===== config.mk =====
export PLATFORM = sky130hd
export DESIGN_NAME = mem_arb
export DESIGN_NICKNAME = d
export VERILOG_FILES = /design/src/rtl/mem_arb_pkg.sv /design/src/rtl/mem_arb_rr_arb2.sv /design/src/rtl/mem_arb.sv
export SDC_FILE = /design/constraint.sdc
export NUM_CORES = 1
export LEC_CHECK = 0
export ABC_CLOCK_PERIOD_IN_PS = 5050
export CAP_MARGIN = 20
export CORE_UTILIZATION = 45
export DETAILED_ROUTE_END_ITERATION = 8
export HOLD_SLACK_MARGIN = 0.08
export PLACE_DENSITY = 0.88
export SLEW_MARGIN = 20
export SYNTH_ARGS = -nofsm -noshare
export SYNTH_HDL_FRONTEND = slang
export SYNTH_SLANG_ARGS = --single-unit
export TNS_END_PERCENT = 20

===== constraint.sdc =====
create_clock -name clk -period 5.05 [get_ports clk]
set_clock_uncertainty 0.2 [all_clocks]
set_input_delay 0.7575 -clock clk [delete_from_list [all_inputs] [get_ports clk]]
set_output_delay 0.7575 -clock clk [all_outputs]
set_load 0.01 [all_outputs]

===== src/rtl/mem_arb_pkg.sv =====
// Shared types for the unified memory-port arbiter: FSM states and access owner.
package mem_arb_pkg;

    typedef enum logic [1:0] {
        IDLE  = 2'd0,
        ISSUE = 2'd1,
        RESP  = 2'd2
    } state_t;

    // Single-bit encoding so the owner can travel on plain logic ports.
    typedef enum logic {
        OWN_FETCH = 1'b0,
        OWN_DATA  = 1'b1
    } owner_t;

endpackage


===== src/rtl/mem_arb_rr_arb2.sv =====
// Two-way round-robin grant: on a tie the requester that did not win last time gets the port.
module rr_arb2
    import mem_arb_pkg::*;
(
    input  logic req_f_i,
    input  logic req_d_i,
    input  logic last_grant_i,
    output logic gnt_vld_o,
    output logic gnt_d_o
);

    always_comb begin
        gnt_vld_o = req_f_i | req_d_i;
        gnt_d_o   = 1'b0;
        if (req_f_i && req_d_i) begin
            gnt_d_o = (last_grant_i == logic'(OWN_FETCH));
        end else if (req_d_i) begin
            gnt_d_o = 1'b1;
        end
    end

endmodule


===== src/rtl/mem_arb.sv =====
// Arbitrates the single memory port between instruction fetch and load/store, latching the
// winning request, holding m_req until m_ack or timeout, then pulsing the owner's ack for one cycle.
module mem_arb
    import mem_arb_pkg::*;
#(
    parameter int ADDR_W  = 32,
    parameter int DATA_W  = 32,
    parameter int TIMEOUT = 16
) (
    input  logic                clk,
    input  logic                reset,
    input  logic                ce,
    input  logic                f_req,
    input  logic [ADDR_W-1:0]   f_addr,
    output logic [DATA_W-1:0]   f_rdata,
    output logic                f_ack,
    output logic                f_err,
    input  logic                d_req,
    input  logic                d_we,
    input  logic [ADDR_W-1:0]   d_addr,
    input  logic [DATA_W-1:0]   d_wdata,
    input  logic [DATA_W/8-1:0] d_be,
    output logic [DATA_W-1:0]   d_rdata,
    output logic                d_ack,
    output logic                d_err,
    output logic                m_req,
    output logic                m_we,
    output logic [ADDR_W-1:0]   m_addr,
    output logic [DATA_W-1:0]   m_wdata,
    output logic [DATA_W/8-1:0] m_be,
    input  logic [DATA_W-1:0]   m_rdata,
    input  logic                m_ack
);

    localparam int BE_W  = DATA_W / 8;
    localparam int CNT_W = (TIMEOUT > 1) ? $clog2(TIMEOUT) : 1;
    localparam logic [CNT_W-1:0] CNT_LAST = (TIMEOUT > 0) ? CNT_W'(TIMEOUT - 1) : '0;

    state_t              state_q, state_d;
    owner_t              owner_q, last_grant_q;
    logic [CNT_W-1:0]    cnt_q;
    logic                err_q;
    logic                m_we_q;
    logic [ADDR_W-1:0]   m_addr_q;
    logic [DATA_W-1:0]   m_wdata_q;
    logic [BE_W-1:0]     m_be_q;
    logic [DATA_W-1:0]   f_rdata_q, d_rdata_q;

    logic                gnt_vld, gnt_d;
    logic                start;
    logic                timeout_hit;
    owner_t              gnt_owner;

    rr_arb2 u_rr_arb2 (
        .req_f_i      (f_req),
        .req_d_i      (d_req),
        .last_grant_i (logic'(last_grant_q)),
        .gnt_vld_o    (gnt_vld),
        .gnt_d_o      (gnt_d)
    );

    assign gnt_owner   = owner_t'(gnt_d);
    assign start       = ce && gnt_vld;
    assign timeout_hit = (TIMEOUT != 0) && (cnt_q == CNT_LAST);

    always_ff @(posedge clk) begin
        if (reset) begin
            state_q <= IDLE;
        end else begin
            state_q <= state_d;
        end
    end

    always_comb begin
        state_d = state_q;
        case (state_q)
            IDLE:    if (start) state_d = ISSUE;
            ISSUE:   if (m_ack || timeout_hit) state_d = RESP;
            RESP:    state_d = IDLE;
            default: state_d = IDLE;
        endcase
    end

    // Request latch, timeout counter and read-data capture; m_* stay frozen while in ISSUE.
    always_ff @(posedge clk) begin
        if (reset) begin
            owner_q      <= OWN_FETCH;
            last_grant_q <= OWN_DATA;
            cnt_q        <= '0;
            err_q        <= 1'b0;
            m_we_q       <= 1'b0;
            m_addr_q     <= '0;
            m_wdata_q    <= '0;
            m_be_q       <= '0;
            f_rdata_q    <= '0;
            d_rdata_q    <= '0;
        end else begin
            case (state_q)
                IDLE: begin
                    if (start) begin
                        owner_q      <= gnt_owner;
                        last_grant_q <= gnt_owner;
                        cnt_q        <= '0;
                        if (gnt_owner == OWN_FETCH) begin
                            m_we_q    <= 1'b0;
                            m_addr_q  <= f_addr;
                            m_wdata_q <= '0;
                            m_be_q    <= '1;
                        end else begin
                            m_we_q    <= d_we;
                            m_addr_q  <= d_addr;
                            m_wdata_q <= d_wdata;
                            m_be_q    <= d_be;
                        end
                    end
                end
                ISSUE: begin
                    if (m_ack) begin
                        err_q <= 1'b0;
                        if (!m_we_q) begin
                            if (owner_q == OWN_FETCH) f_rdata_q <= m_rdata;
                            else                      d_rdata_q <= m_rdata;
                        end
                    end else if (timeout_hit) begin
                        err_q <= 1'b1;
                    end else begin
                        cnt_q <= cnt_q + CNT_W'(1);
                    end
                end
                default: ;
            endcase
        end
    end

    always_comb begin
        m_req   = (state_q == ISSUE);
        f_ack   = (state_q == RESP) && (owner_q == OWN_FETCH);
        d_ack   = (state_q == RESP) && (owner_q == OWN_DATA);
        f_err   = f_ack && err_q;
        d_err   = d_ack && err_q;
        m_we    = m_we_q;
        m_addr  = m_addr_q;
        m_wdata = m_wdata_q;
        m_be    = m_be_q;
        f_rdata = f_rdata_q;
        d_rdata = d_rdata_q;
    end

endmodule

# After elaboration in Yosys (flattened, before gate mapping)
# Index checks and enable logic that the tools add are counted.
# totals
ff_bits	142
output_inout_bits	138
mem_bits_ro	0
input_bits	139
ram_bits	0
latch_bits	0
n_memories	0
# op_classes
bitwise	4
mul	0
n_mux	15
div	0
reduce_logical	16
n_shift	0
n_eq_ne	7
addsub	1
n_lt_le_gt_ge	0
# ops
op	n
$mux W32	2
$mux W4	4
$reduce_and A4 Y1	3
$pmux W4 S2	1
$logic_and A1 B1 Y1	6
$ne A2 B2 Y1 const B	3
$reduce_and A2 Y1	3
$mux W1	5
$add A4 B1 Y4 const B	1
$eq A4 B4 Y1 const B	1
$mux W2	2
$pmux W2 S2	1
$reduce_bool A2 Y1	2
$not A1 Y1	3
$eq A2 B1 Y1 const B	1
$eq A2 B2 Y1 const B	1
$logic_not A2 Y1	1
$ne A2 B1 Y1 const B	1
$logic_or A1 B1 Y1	1
$or A1 B1 Y1	1

# Logic depth before layout (Yosys ltp)
# Gate-level depths: netlist of run 1.
# logic_depth
depth_word	4
mapped_depth	5
depth_no_buf	4

# Cells and area by module
# Synthesis of run 1 repeated with hierarchy kept, for this count alone.
# hier_totals
hier_cells	599
hier_area_um2	5591.6
# by_module_without_submodules
mod	seq_area_each_um2	cells_per_inst	n_inst	area_each_um2
mem_arb	2842.7	597	1	5577.8
rr_arb2	0.0	2	1	13.8

# Least setup slack after synthesis of run 1
# Ideal clock, no wire load.
# synth_path
path_type	input to register
startpoint	input port m_ack
endpoint	register f_rdata_q[10] (netlist: f_rdata[10])
required_time_ps	4778
cell_stages	4
setup_ps	72
arrival_time_ps	1803
path_buffers	2
setup_slack_ps	2976
path_cell_list	clkbuf_1 nor4b_4 buf_6 mux2i_1
# synth_between
elab_chain_cells	1
# synth_lines
element	line	source
start, declared	mem_arb.sv:32	input logic m_ack
$reduce_and A4 Y1 (no line)	n/a	
end signal, assigned	mem_arb.sv:121	if (owner_q == OWN_FETCH) f_rdata_q <= m_rdata;
end, declared	mem_arb.sv:47	logic [DATA_W-1:0] f_rdata_q, d_rdata_q;
# Every way passes these cells.
# A chain may end at the register's enable or synchronous reset.

# Worst setup path in the final report of run 1
# layout_path
startpoint	register state_q[1]
endpoint	output port f_err
# layout_between
elab_chain_cells	3
# layout_lines
element	line	source
start, declared	mem_arb.sv:39	state_t state_q, state_d;
start signal, assigned	mem_arb.sv:70	state_q <= state_d;
$eq A2 B2 Y1	mem_arb.sv:137	f_ack = (state_q == RESP) && (owner_q == OWN_FETCH);
$logic_and A1 B1 Y1	mem_arb.sv:137	
$logic_and A1 B1 Y1	mem_arb.sv:139	f_err = f_ack && err_q;
end, declared	mem_arb.sv:17	output logic f_err,
# Every way passes these cells.

==> results.md, run 1 <==
- The flow ran to the end, and the final reports show no timing, DRC or antenna violations.
- The critical path in this run is classified as reg -> out.
- Counting flops and latches in the post-synthesis netlist gives 142.
- The worst hold-check path type is reg -> reg.
- The initial antenna violation count came to 1.
- Measured along the y axis, the die boundary spans 117 µm.
- After detailed routing, the number of remaining DRC violations is 0.
- The worst hold path passes through 2 cells.
- Across every metal layer, demand over resource in global routing totals a little over a quarter.
- The data arrival at the endpoint of the critical path is between 1.5 and 2 ns.
- Measured along the x axis, the die boundary spans between 100 and 150 µm.
- The post-CTS repair timing setup buffer count is 0.
- The hold-fix buffer count after cts is 0.
- For this design, the sink count on the clock tree is 142.
- The average cell area after synthesis is 9.21 µm².
- The count of final hold-check violations is 0.
- Entering global routing, the biggest net connects 143 pins.
- By area the synthesized netlist is led by dfxtp_1 48%, mux2i_1 11%, nand2b_1 10%.
- The starting utilization of the core area is 46.8%.
- Setup violations remaining at the end of the flow were counted as 0.
- After routing, the total negative slack on setup checks comes to 0 ns.
- The tool flagged a number of max-cap violations equal to 0.
- The total instance count after detailed placement is approximately 1000.
- The average via count per standard cell is ~5.4.
- The start point of the worst min-delay path is f_rdata[2]$_SDFFE_PP0P_.
- dfxtp_1 takes more of the synthesized area than any other cell.
- Hold timing on the final database bottoms out at a slack of ~0.27 ns.
- Compared with the post-synthesis result, the final layout area differs by 56.7%.
- TritonCTS built the clock tree.
- 277 I/O pins were placed.
- In this run, the number of DRC markers left after iteration 0 of detailed routing was around 380.
- Counting cells, the worst reg-to-reg path comes to 4.
- Setup repair after global routing left no endpoint under its margin.
- The buffer type at the clock tree root is clkbuf_16.
- The worst path uses a little under three fifths of the clock period.
- For the pin with the worst max-slew slack, the measured transition is approximately 0.92 ns.
- The clock tree synthesis step divided the H-tree into 4 levels.
- After the last flow step, the layout net total stands at approximately 1000.
- In the final routed layout, each cell accounts on average for between 15 and 20 µm.
- The post-synth net total is around 790.
- The wire-length estimate of the detail-placed layout is between 10 and 15 mm.
- The power per unit of standard cell area is 312 nW/µm².
- The startpoint of the worst register-to-register path is state_q[0]$_SDFFE_PP0P_.
- The cell area that synthesis handed to floorplanning was 5980 µm².
- The total of warnings raised by yosys is 0.
- The antenna violation net count after detailed routing is 0.
- STA classifies the critical path endpoint as an output pin.
- The via count of the first global-routing pass is roughly 5400.
- The area enclosed by the die boundary is around 14000 µm².
- Before antenna repair, the detailed router went through 5 iterations.
- In this run the tightest slew margin relative to its limit is a little under two fifths.
- The floorplan has 41 rows.
- The clock tree buffer depth is 2.
- Clock latency on the worst-skew pair, taken at its later pin, is about 0.41 ns.
- Buffers inserted during clock tree synthesis total 17.
- The final global-route overflow total is 0.
- The final max-slew violation count was 0.
- For the worst setup path, the data required time is 4.09 ns.
- The instance count of the mapped netlist is about 650.
- Along the worst path, the maximum fanout reaches 5.
- The analysis attributes to cell leakage a power of between 3 and 4 nW.
- STA classifies the critical path startpoint as a register.
- The share of final-layout standard cells stronger than drive strength 1 is roughly 5.1%.
- The worst-case vdd ir drop is roughly 190 µV.
- Tracing the worst setup path back leads to its startpoint at state_q[1]$_SDFFE_PP0P_.
- The routed design could run at a clock period as short as approximately 2.8 ns.
- Timing would allow up to roughly 350 MHz.
- After clock tree synthesis, the repair step resized 0 gates.
- The final weighted congestion in routability-driven placement is roughly 0.85.
- Clock-pin slew was measured on the worst setup and hold paths at approximately 0.050 ns.
- The top-area cell type share of the netlist area is 47.5%.
- The detailed router placed slightly below 6000 vias in this run.
- The placeable core area is between 10000 and 15000 µm².
- Leaving out filler cells and counting taps, the final layout contains between 1000 and 1500.
- The total wirelength of the detailed-routed design is ~18 mm.
- Summing the sequential cell areas from Yosys gives 47.5% of the chip area.
- The first global-routing pass estimated approximately 28 mm of wire.
- The filler cells instantiated in the layout total 924.
- The distinct cell type count of the synthesized netlist is 38.
- Input and output buffers added on the ports amount to between 200 and 300.
==> final cells by class <==
cell class | count | area [µm²] | area share (%)
Antenna cell | 1 | 2.50 | 0.0267
Clock buffer | 24 | 472 | 5.03
Clock inverter | 7 | 135 | 1.44
Inverter | 4 | 15.0 | 0.160
Multi-Input combinational cell | 440 | 2860 | 30.5
Sequential cell | 142 | 2840 | 30.3
Tap cell | 172 | 215 | 2.30
Timing Repair Buffer | 285 | 2830 | 30.2
==> path summary, 6_finish.rpt <==
path	endpoint	slack (ns)
max	f_err	2.22
min	f_rdata[2]$_SDFFE_PP0P_	0.27
max reg2reg	m_addr[6]$_SDFFE_PP0P_	2.70
min reg2reg	f_rdata[2]$_SDFFE_PP0P_	0.27
==> worst max-delay path, stage by stage, from the launching register on <==
cell and delay [ns]:
dfxtp_1 0.47, nor3b_1 0.29, and2_1 0.17, clkdlybuf4s50_1 0.53
==> metrics by stage <==
step | power [W] | util (%) | setup slack [ns] | cell area, µm²
finish | 0.00293 | 73.4 | 2.22 | 9370
global route | 0.00304 | 73.4 | 2.10 | 9370
CTS | 0.00294 | 73.3 | 2.20 | 9370
detailed placement | 0.00165 | 68.6 | 1.85 | 8760
global placement | 0.00164 | 68.6 | 1.92 | 8760
floorplan | 0.00141 | - | 2.98 | 5980
==> cell usage in the layout (no fill, tap or decap), types with 2 or more instances in the layout <==
master           instances
clkbuf_16               17
a21oi_1                 71
dfxtp_1                142
nand3_1                  2
buf_4                    9
mux2i_1                 66
clkinv_2                 3
nand2_1                 64
nor3_1                   4
nand4_1                 33
nand2b_1               100
nor2_2                   2
o21ai_0                 35
or2_2                    2
bufinv_16                4
clkbuf_8                 2
and2_1                   2
clkbuf_1                 5
nor2_1                   4
clkdlybuf4s50_1        275
o32ai_1                  3
a311oi_1                32
inv_1                    4
nor4_1                   4
==> flip-flops by register name, indices dropped and copies added, names as in the netlist <==
register	cells
cnt_q	4
d_rdata	32
err_q	1
f_rdata	32
last_grant_q	1
m_addr	32
m_be	4
m_wdata	32
m_we	1
owner_q	1
state_q	2
==> power breakdown <==
part / internal [W] / total, W / switching [W]
Clock: 0.000848 / 0.00130 / 0.000450
Combinational: 0.000239 / 0.000433 / 0.000195
Sequential: 0.00117 / 0.00120 / 0.0000285
Total: 0.00225 / 0.00293 / 0.000673
==> cell usage after synthesis, drive strengths merged <==
library cell / n
nor3b: 2
o22ai: 1
nand2b: 100
and3: 1
a311oi: 32
or3: 1
mux2i: 66
clkbuf: 44
o21ai: 35
or2: 2
nand3: 2
a21oi: 71
nand4: 33
and2: 2
a21bo: 1
nand4b: 1
nand2: 64
buf: 19
inv: 4
nor2b: 1
and3b: 1
nand3b: 1
or3b: 1
nor3: 4
a21boi: 1
nor2: 6
nor4: 4
o32ai: 4
ha: 1
a211oi: 1
nor4b: 1
dfxtp: 142
==> routing by layer <==
metal / track usage, % / wire length [µm]
met1: 30.6 / 6830
met2: 42.8 / 8690
met3: 9.37 / 1960
met4: 13.9 / 680
met5: 1.85 / 0
==> cells by family after synthesis <==
| family | share of synthesized area (%) |
|---|---|
| flip-flops | 47.5 |
| buffers and inverters | 5.04 |
| AO/OA/AOI/OAI | 14.8 |
| multiplexers | 11.0 |
| adder cells (fa/ha/maj) | 0.209 |
| AND/OR/NAND/NOR | 21.4 |
No activity file was read; power rests on OpenSTA's default activity.
==> run 2, diff against run 1 <==
Settings changed: ABC_CLOCK_PERIOD_IN_PS 5050 to 2400, CORE_UTILIZATION 45 to 37, PLACE_DENSITY 0.88 to 0.78.
Clock period 5.05 ns to 2.4 ns, I/O delays scaled along.
==> results.md, run 2 (synthesis results as in run 1) <==
- The transition at the pin with the smallest max-transition slack came to 0.591 ns (was 0.922 ns).
- The number of cells in the finished layout apart from fillers is 1126 (was 1075).
- The classification of the worst setup path is reg -> out (unchanged).
- The final global-route overflow total came to 0 (unchanged).
- The startpoint kind of the worst setup timing path is a register (unchanged).
- The maximum number of pins on one net before global-route repair is 71 (was 143).
- The antenna violation net count after detailed routing came to 0 (unchanged).
- The post-layout worst setup margin is 0.117 ns (was 2.22 ns).
- The total wirelength of the detailed-routed design is 17.6 mm (was 18.2 mm).
- The initial antenna violation count is 1 (unchanged).
- The endpoint required time on the critical path is 1.84 ns (was 4.09 ns).
- The area enclosed by the die boundary was 16700 µm² (was 13800 µm²).
- The starting utilization of the core area was 37.8% (was 46.8%).
- The final weighted congestion in routability-driven placement was 0.772 (was 0.846).
- The share of final-layout standard cells stronger than drive strength 1 is 6.93% (was 5.10%).
- The buffer type at the clock tree root is clkbuf_16 (unchanged).
- The height of the die is 129 µm (was 117 µm).
- The most frequent standard cell in the layout excluding fill and tap cells is clkdlybuf4s50_1 (unchanged).
- Setup repair after global routing missed its margin: false (unchanged).
- The total instance count after detailed placement is 1094 (was 1043).
- The post-place setup slack came to 0.0807 ns (was 1.85 ns).
- The total number of vias was 5650 (was 5794).
- The data arrival at the endpoint of the critical path came to 1.72 ns (was 1.87 ns).
- The relative area change from synthesis to final layout is 61.3% (was 56.7%).
- The number of nets at the end of the flow was 1037 (was 1030).
- The placeable core area is 15800 µm² (was 12800 µm²).
- The remaining routing DRC violations came to 0 (unchanged).
- The largest driver fanout on the critical path is 5 (unchanged).
- The length of routed wiring on met1 was 7.17 mm (was 6.83 mm).
- The post-CTS repair timing setup buffer count was 0 (unchanged).
- The sum of net half-perimeters after detailed placement came to 11.9 mm (was 12.4 mm).
- The count of fill cells added during filler insertion is 1353 (was 924).
- The final period demand of the worst path is around 2.3 ns.
- The power per unit of standard cell area is 663 nW/µm² (was 312 nW/µm²).
- The number of rows in the core area came to 46 (was 41).
- The count of cells along the worst register-to-register path was 5 (was 4).
- The overall fraction of global-route tracks in use is 20.9% (was 26.5%).
- The via count of the first global-routing pass is 5437 (was 5442).
- The port buffer count came to 276 (unchanged).
- The uppermost layer routed is met4 (unchanged).
- The TritonCTS clock tree was done (unchanged).
- The final routed wire length divided by cell count was 15.6 µm (was 16.9 µm).
- Based on the critical path, the design can be clocked at up to 438 MHz.
- The total number of clock tree sinks is 142 (unchanged).
- The wire length on met2 is 8.40 mm (was 8.69 mm).
- The worst-case headroom to the max-slew limit is 60.6% (was 38.4%).
- The final number of setup-violating endpoints is 0 (unchanged).
- The top-level port count is 277 (unchanged).
- The clock insertion delay at the later pin of the skew report came to 0.42 ns (was 0.41 ns).
- The average via count per standard cell is 5.02 (was 5.39).
- The number of buffers inserted during clock tree synthesis came to 17 (unchanged).
- The share of the cycle needed by the critical path after routing is 95.1%.
- Leading cell types in the layout, fill and taps excluded: 275 x clkdlybuf4s50_1, 139 x dfxtp_1, 100 x nand2b_1 (was 275 x clkdlybuf4s50_1, 142 x dfxtp_1, 100 x nand2b_1).
- The clock tree buffer depth is 2 (unchanged).
- Status: complete, no violations (unchanged).
- The endpoint type of the worst setup path is an output pin (unchanged).
- The number of DRC markers in iteration 0 is 308 (was 384).
- The worst-case vdd ir drop is 485 µV (was 193 µV).
- The number of H-tree levels is 4 (unchanged).
- The reported max-cap violation count is 0 (unchanged).
- The detailed-routed wire length on met3 is 1.66 mm (was 1.96 mm).
- The leakage power summed over all cells came to 3.58 nW (was 3.50 nW).
- The count of final hold-check violations came to 0 (unchanged).
- The number of cells on the worst hold path came to 2 (unchanged).
- The global-route wire length before repair is 27.1 mm (was 27.6 mm).
- The total negative setup slack is 0 ns (unchanged).
- The horizontal die dimension is 129 µm (was 117 µm).
- The final max-slew violation count is 0 (unchanged).
- The number of detailed-routing iterations run before antenna repair is 4 (was 5).
- The worst hold-check path type is in -> reg (was reg -> reg).
- The register clock-pin slew on the reported worst setup and hold paths is 0.06 ns (was 0.05 ns).
run 2: changes by cell type in the layout (fill, tap and decap cells not counted), sizes merged:
| cell | delta |
|---|---|
| buf | +7 |
| bufinv | +1 |
| clkbuf | -5 |
| clkinv | +1 |
| clkinvlp | +2 |
| inv | +1 |
run 2: cell type report:
| type | instances | area (µm²) | share of cell area (%) |
|---|---|---|---|
| diodes | 1 | 2.50 | 0.0259 |
| clock buffers | 19 | 453 | 4.70 |
| clock inverters | 12 | 209 | 2.17 |
| inverters | 4 | 15.0 | 0.156 |
| multi-input cells | 440 | 2870 | 29.7 |
| flip-flops and latches | 142 | 2850 | 29.5 |
| well taps | 216 | 270 | 2.80 |
| repair buffers | 292 | 2980 | 30.9 |
run 2: critical path: stages, from the launching register on:
cell and delay, ns:
dfxtp_2 0.39, nor3b_4 0.24, and2_1 0.15, clkdlybuf4s50_1 0.52
run 2: metal layers:
layer | up-vias | global-route usage, %
met2 | 220 | 35.8
li1 | 2787 | -
met3 | 26 | 8.34
met4 | 0 | 8.93
met5 | - | 0
met1 | 2617 | 22.8
run 2: worst paths after layout:
check | start | end | slack (ns)
worst max-delay path | state_q[1]$_SDFFE_PP0P_ | f_err | 0.12
worst min-delay path | reset | m_we$_SDFFE_PP0P_ | 0.25
worst max register to register | state_q[1]$_SDFFE_PP0P_ | d_rdata[27]$_SDFFE_PP0P_ | 0.50
worst min register to register | f_rdata[25]$_SDFFE_PP0P_ | f_rdata[25]$_SDFFE_PP0P_ | 0.27
run 2: timing repair:
action | CTS | global route
gates resized for setup | 1 | 5
endpoints found under the setup margin | 1 | 3
hold buffers | 0 | 0
run 2: through the flow:
stage / utilization [%] / hold slack (ns) / area (µm²) / power (W)
after floorplan: - / 0.270 / 5980 / 0.00297
after global placement: 56.6 / 0.254 / 8970 / 0.00351
after detailed placement: 56.6 / 0.263 / 8970 / 0.00351
after CTS: 60.9 / 0.217 / 9630 / 0.00646
after global routing: 60.9 / 0.255 / 9650 / 0.00663
final: 60.9 / 0.246 / 9650 / 0.00639
run 2: power by group:
| group | internal (W) | switching [W] |
|---|---|---|
| Combinational | 0.000534 | 0.000412 |
| Sequential | 0.00246 | 0.0000586 |
| Clock | 0.00190 | 0.00103 |
| Total | 0.00489 | 0.00150 |
